===== config.mk =====
export PLATFORM = sky130hd
export DESIGN_NAME = function_eval_accumulator
export DESIGN_NICKNAME = d
export VERILOG_FILES = /design/src/rtl/function_eval_accumulator.sv
export SDC_FILE = /design/constraint.sdc
export NUM_CORES = 1
export LEC_CHECK = 0
export ABC_AREA = 1
export CAP_MARGIN = 0
export CORE_UTILIZATION = 30
export DETAILED_ROUTE_END_ITERATION = 8
export PLACE_DENSITY = 0.53
export SYNTH_ARGS = -nofsm -noshare
export SYNTH_HDL_FRONTEND = slang
export SYNTH_SLANG_ARGS = --single-unit
export TNS_END_PERCENT = 30

===== constraint.sdc =====
create_clock -name clk -period 8.77 [get_ports clk]
set_input_delay 2.631 -clock clk [delete_from_list [all_inputs] [get_ports clk]]
set_output_delay 2.631 -clock clk [all_outputs]
set_load 0.02 [all_outputs]

===== src/rtl/function_eval_accumulator.sv =====
// -----------------------------------------------------------------------------
// function_eval_accumulator
//
// Command-driven front end for an external function pipeline. A GO command
// offers one operand pair to the pipeline; the pipeline later returns one
// term per channel. Those terms are added into per-channel signed saturating
// sums. CLEAR and READ first wait for the pipeline to drain. STATUS reports
// the sticky flags and the number of outstanding pairs.
//
// Ports
//   clk, rst          rising-edge clock, asynchronous active-high reset
//   clk_en            global enable; low freezes every register
//   start, n          command strobe and opcode (0 CLEAR, 1 GO, 2 READ, 3 STATUS)
//   x_one, x_two      operands; x_one[2:0] is the READ channel select
//   result, done      response word (held) and one-cycle response pulse
//   busy              high while a command is in progress
//   issue_valid/ready operand-pair handshake towards the pipeline
//   issue_a, issue_b  captured operands
//   ret_valid         pipeline returns one term per channel this cycle
//   ret_data          channel c term at [c*DATA_WIDTH +: DATA_WIDTH], signed
// -----------------------------------------------------------------------------
module function_eval_accumulator #(
  parameter int DATA_WIDTH      = 32,
  parameter int N_WIDTH         = 2,
  parameter int NUM_CH          = 2,
  parameter int MAX_OUTSTANDING = 8
) (
  input  logic                         clk,
  input  logic                         rst,
  input  logic                         clk_en,
  input  logic                         start,
  input  logic [N_WIDTH-1:0]           n,
  input  logic [DATA_WIDTH-1:0]        x_one,
  input  logic [DATA_WIDTH-1:0]        x_two,
  output logic [DATA_WIDTH-1:0]        result,
  output logic                         done,
  output logic                         busy,
  output logic                         issue_valid,
  input  logic                         issue_ready,
  output logic [DATA_WIDTH-1:0]        issue_a,
  output logic [DATA_WIDTH-1:0]        issue_b,
  input  logic                         ret_valid,
  input  logic [NUM_CH*DATA_WIDTH-1:0] ret_data
);

  localparam int OW = $clog2(MAX_OUTSTANDING) + 1;
  localparam int STAT_W = OW + NUM_CH + 2;

  localparam logic [N_WIDTH-1:0] CMD_CLEAR  = N_WIDTH'(0);
  localparam logic [N_WIDTH-1:0] CMD_GO     = N_WIDTH'(1);
  localparam logic [N_WIDTH-1:0] CMD_STATUS = N_WIDTH'(3);

  localparam logic [DATA_WIDTH-1:0] SAT_MAX = {1'b0, {(DATA_WIDTH-1){1'b1}}};
  localparam logic [DATA_WIDTH-1:0] SAT_MIN = {1'b1, {(DATA_WIDTH-1){1'b0}}};
  localparam logic [OW-1:0]         OUT_FULL = OW'(MAX_OUTSTANDING);

  typedef enum logic [1:0] {IDLE, ISSUE, DRAIN, RESP} state_t;

  state_t                             state_q, state_d;
  logic [N_WIDTH-1:0]                 cmd_q, cmd_d;
  logic [DATA_WIDTH-1:0]              a_q, a_d;
  logic [DATA_WIDTH-1:0]              b_q, b_d;
  logic [OW-1:0]                      out_q, out_d;
  logic [NUM_CH-1:0][DATA_WIDTH-1:0]  sum_q, sum_d;
  logic [NUM_CH-1:0]                  ovf_q, ovf_d;
  logic                               stray_q, stray_d;
  logic                               bad_q, bad_d;
  logic [DATA_WIDTH-1:0]              result_q, result_d;

  logic                               hs;
  logic                               ret_acc;
  logic                               ret_stray;
  logic                               drain_empty;
  logic                               clear_now;
  logic [NUM_CH-1:0][DATA_WIDTH-1:0]  sat_sum;
  logic [NUM_CH-1:0][DATA_WIDTH-1:0]  acc_sum;
  logic [NUM_CH-1:0]                  sat_ovf;
  logic [DATA_WIDTH-1:0]              read_val;
  logic [2:0]                         sel;

  // Credits are judged on the registered count, so a return in a full cycle
  // only re-opens issue on the following cycle.
  assign issue_valid = clk_en && (state_q == ISSUE) && (out_q != OUT_FULL);
  assign hs          = issue_valid && issue_ready;
  // A return with nothing outstanding is discarded entirely.
  assign ret_acc     = clk_en && ret_valid && (out_q != '0);
  assign ret_stray   = clk_en && ret_valid && (out_q == '0);
  // Empty once this cycle's return (if any) is counted.
  assign drain_empty = (out_q == '0) || ((out_q == OW'(1)) && ret_acc);

  assign done    = clk_en && (state_q == RESP);
  assign busy    = (state_q != IDLE);
  assign result  = result_q;
  assign issue_a = a_q;
  assign issue_b = b_q;
  assign sel     = a_q[2:0];

  // Per-channel signed saturating adder.
  for (genvar gi = 0; gi < NUM_CH; gi++) begin : g_ch
    logic [DATA_WIDTH-1:0] term;
    logic [DATA_WIDTH:0]   wide;
    assign term = ret_data[gi*DATA_WIDTH +: DATA_WIDTH];
    assign wide = {sum_q[gi][DATA_WIDTH-1], sum_q[gi]} + {term[DATA_WIDTH-1], term};
    // The sign-extended sum overflowed when its two top bits disagree;
    // the top bit then carries the true sign.
    assign sat_ovf[gi] = wide[DATA_WIDTH] ^ wide[DATA_WIDTH-1];
    assign sat_sum[gi] = sat_ovf[gi] ? (wide[DATA_WIDTH] ? SAT_MIN : SAT_MAX)
                                     : wide[DATA_WIDTH-1:0];
    assign acc_sum[gi] = ret_acc ? sat_sum[gi] : sum_q[gi];
  end

  // READ sees the sums including any term returned in the completing cycle.
  always_comb begin
    read_val = '0;
    for (int c = 0; c < NUM_CH; c++) begin
      if (sel == 3'(c)) read_val = acc_sum[c];
    end
  end

  always_comb begin
    sum_d = acc_sum;
    ovf_d = ret_acc ? (ovf_q | sat_ovf) : ovf_q;
    if (clear_now) begin
      sum_d = '0;
      ovf_d = '0;
    end
  end

  always_comb begin
    out_d = out_q;
    if (hs && !ret_acc)      out_d = out_q + OW'(1);
    else if (!hs && ret_acc) out_d = out_q - OW'(1);
  end

  assign stray_d = stray_q | ret_stray;

  always_comb begin
    state_d   = state_q;
    cmd_d     = cmd_q;
    a_d       = a_q;
    b_d       = b_q;
    result_d  = result_q;
    bad_d     = bad_q;
    clear_now = 1'b0;
    if (clk_en) begin
      case (state_q)
        IDLE: begin
          if (start) begin
            cmd_d = n;
            a_d   = x_one;
            b_d   = x_two;
            if (n == CMD_GO) begin
              state_d = ISSUE;
            end else if (n == CMD_STATUS) begin
              state_d  = RESP;
              result_d = DATA_WIDTH'({bad_q, stray_q, ovf_q, out_q});
            end else begin
              state_d = DRAIN;
            end
          end
        end
        ISSUE: begin
          if (hs) begin
            state_d  = RESP;
            result_d = '0;
          end
        end
        DRAIN: begin
          if (drain_empty) begin
            state_d = RESP;
            if (cmd_q == CMD_CLEAR) begin
              clear_now = 1'b1;
              result_d  = '0;
            end else if (32'(sel) < NUM_CH) begin
              result_d = read_val;
            end else begin
              result_d = '0;
              bad_d    = 1'b1;
            end
          end
        end
        RESP:    state_d = IDLE;
        default: state_d = IDLE;
      endcase
    end
  end

  always_ff @(posedge clk or posedge rst) begin
    if (rst) begin
      state_q  <= IDLE;
      cmd_q    <= '0;
      a_q      <= '0;
      b_q      <= '0;
      out_q    <= '0;
      sum_q    <= '0;
      ovf_q    <= '0;
      stray_q  <= 1'b0;
      bad_q    <= 1'b0;
      result_q <= '0;
    end else if (clk_en) begin
      state_q  <= state_d;
      cmd_q    <= cmd_d;
      a_q      <= a_d;
      b_q      <= b_d;
      out_q    <= out_d;
      sum_q    <= sum_d;
      ovf_q    <= ovf_d;
      stray_q  <= stray_d;
      bad_q    <= bad_d;
      result_q <= result_d;
    end
  end

  // Status word must fit in the result.
  if (STAT_W > DATA_WIDTH) begin : g_bad_width
    $error("status word wider than DATA_WIDTH");
  end

endmodule


==> key figures <==
CTS
  • Setup bufs post-CTS: 0
  • Worst-Skew Late Latency: 450 ps
  • Clock transition at path regs: 70 ps
  • Clock buffer depth: 2
  • H-tree depth: 4
  • Clk root buf: clkbuf_16
  • CTS buffer count: 17
  • # hold bufs at CTS: 0
  • CTS tree: yes
  • Resize count post-CTS: 0
  • CTS Sinks: 172

GRT
  • Vias in the first global route: 11,520
  • Initial antenna violation count: 0
  • First-pass GRT wire length: 62,990 µm
  • Pin count of the biggest net entering global routing: 68
  • Total gr overflow: 0
  • Total GRT Usage: 0.2003

Die
  • Number of top-level pins: 235
  • Core ar.: 39,010 µm²
  • Initial core utilization: 0.3065
  • Die area: 40,660 µm²
  • Height of the chip: 201.6 µm
  • DIE WIDTH: 201.6 µm
  • Rows: 72

Pwr
  • Worst vdd ir: 0.1980 mV
  • Power per cell area: 371.5 nW/µm²
  • Leak: 7.568 nW

STA
  • RSZ-0062 raised after global routing: false
  • Setup_tns: 0 ps
  • Layout Skew: 12.38 ps
  • Final setup viols: 0
  • Setup ws final: 1967 ps
  • Worst hold margin: 472.3 ps
  • Max_slew headroom: 0.3661
  • Max frequency: 147.0 MHz
  • Fin crit period: 6803 ps
  • Final Hold Vio Count: 0
  • Period utilization: 0.7757
  • Worst-margin pin slew: 943.6 ps
  • Slew Viols, Final: 0

Synthesis
  • #FFs+latches synth: 172
  • Synth Instances: 1,633
  • Post-Synthesis Cell Area: 11,960 µm²
  • Register area share after synthesis: 0.3599
  • Ys flop type: dfrtp_1
  • Most frequent cells after synthesis: nand2_1 (557), nor2_1 (184), dfrtp_1 (172), inv_1 (144), nand3_1 (87)
  • Synth top area share: 0.3599
  • EDFF count, synth: 0
  • Synth cell types: 50
  • Synth warn: 0
  • Asr flop ratio synth: 1.000
  • Most frequent cell after synthesis: nand2_1
  • Mapped Avg Cell Area: 7.323 µm²
  • Synth area leader: dfrtp_1
  • Synth top area cells: dfrtp_1 (36%), nand2_1 (17%), ha_1 (7.7%)
  • Syn_nets: 1,845

Detailed routing
  • Via count: 11,240
  • DRT Pass-1 Iters: 6
  • DRC: 0
  • WL final: 39,560 µm
  • Initial DRC count: 636
  • Final ANT Viol Nets: 0
  • Via/cell ratio: 4.710
  • Routed len/inst: 16.58 µm

Outcome
  • Status: complete, no violations

Run
  • Max cap viols: 0

Finish
  • Fill count: 4,121
  • Final Net Count: 2,067
  • Syn-to-layout area delta: 28.96%
  • Share of cells above drive strength 1: 0.08994
  • Final Instance Area: 15,420 µm²
  • Diodes inserted: 0

Worst setup path
  • R2r worst-path depth: 11
  • Crit-path max FO: 8
  • CP Class: in2out
  • Startpoint types: input pin
  • Crit. End Element: output pin
  • Arr. time, crit path: 4170 ps
  • Critical Path RT: 6140 ps

Placement
  • Post-DP HPWL: 31,700 µm
  • Port bufs: 234
  • DP Worst Slack: 1956 ps
  • Dpl cell area: 14,810 µm²
  • Placer Congestion: 0.9135

Worst hold path
  • Hold Path Stages: 1
  • Hold Crit Class: reg2reg
-- final cells by class --
type | instances | area, µm² | area share
tap | 518 | 648.1 | 0.04203
multi-input combinational | 1271 | 6888 | 0.4467
inverter | 152 | 575.6 | 0.03732
clock buffer | 19 | 432.9 | 0.02807
timing repair buffer | 241 | 2395 | 0.1553
clock inverter | 13 | 177.7 | 0.01152
sequential | 172 | 4304 | 0.2791
-- metrics by stage --
stage	utilization	instances	total power, mW
floorplan	-	1633	3.716
global placement	0.3797	2354	4.921
detailed placement	0.3797	2354	4.947
CTS	0.3953	2386	5.790
global route	0.3953	2386	6.242
finish	0.3953	2386	5.728
-- critical path, stage by stage --
cell and delay (ps):
clkdlybuf4s50_1 690, nand3_1 140, inv_1 100, clkdlybuf4s50_1 610
-- state kept, by name (all words and copies together) (netlist names) --
name / cells
state_q: 2
out_q: 4
result: 32
issue_a: 32
cmd_q: 2
issue_b: 32
ovf_q: 2
sum_q: 64
stray_q: 1
bad_q: 1
-- cell families after synthesis --
group	synth area share
mux	0.06121
buf+inv	0.06508
simple gates	0.3131
compound gates	0.08329
xor+xnor	0.03662
flops	0.3599
fa+ha+maj	0.08078
-- metal layers --
metal	wire, µm	vias up	global-route usage
met5	0	-	0
met4	686	0	0.05357
met3	3311	31	0.06722
met2	18500	311	0.3330
met1	17060	5211	0.2463
li1	-	5686	-
-- worst paths after layout --
path                       startpoint     endpoint  slack [ps]
max                            clk_en  issue_valid        1970
min                             bad_q        bad_q         470
max reg2reg                  out_q[0]    result[0]        5420
min reg2reg                     bad_q        bad_q         470
max in group asynchronous         rst    sum_q[24]        4980
min in group asynchronous         rst  issue_b[24]        2590
-- layout by cell type (no fill, tap or decap), types with 8 or more instances in the layout --
cell             netlist  final
nand2_1              557    557
xnor2_1               18     18
a21oi_2                8      8
clkdlybuf4s50_1        0    234
nand2_2               26     26
dfrtp_1              172    172
o21ai_0               22     22
nor3_1                13     13
mux2_2                65     65
o21ai_1               23     23
clkbuf_16              0     17
ha_1                  74     74
xor2_1                32     32
nand3b_1               8      8
a21oi_1               79     79
o21bai_1              11     11
inv_1                144    142
nand3_1               87     86
nor2_1               184    184
-- power by group --
group,switching [mW],internal [mW],leakage (nW)
clock,0.349,0.456,0.297
combinational,2.13,1.37,5.18
sequential,0.270,1.16,2.09
(Power assumes the default switching activity.)
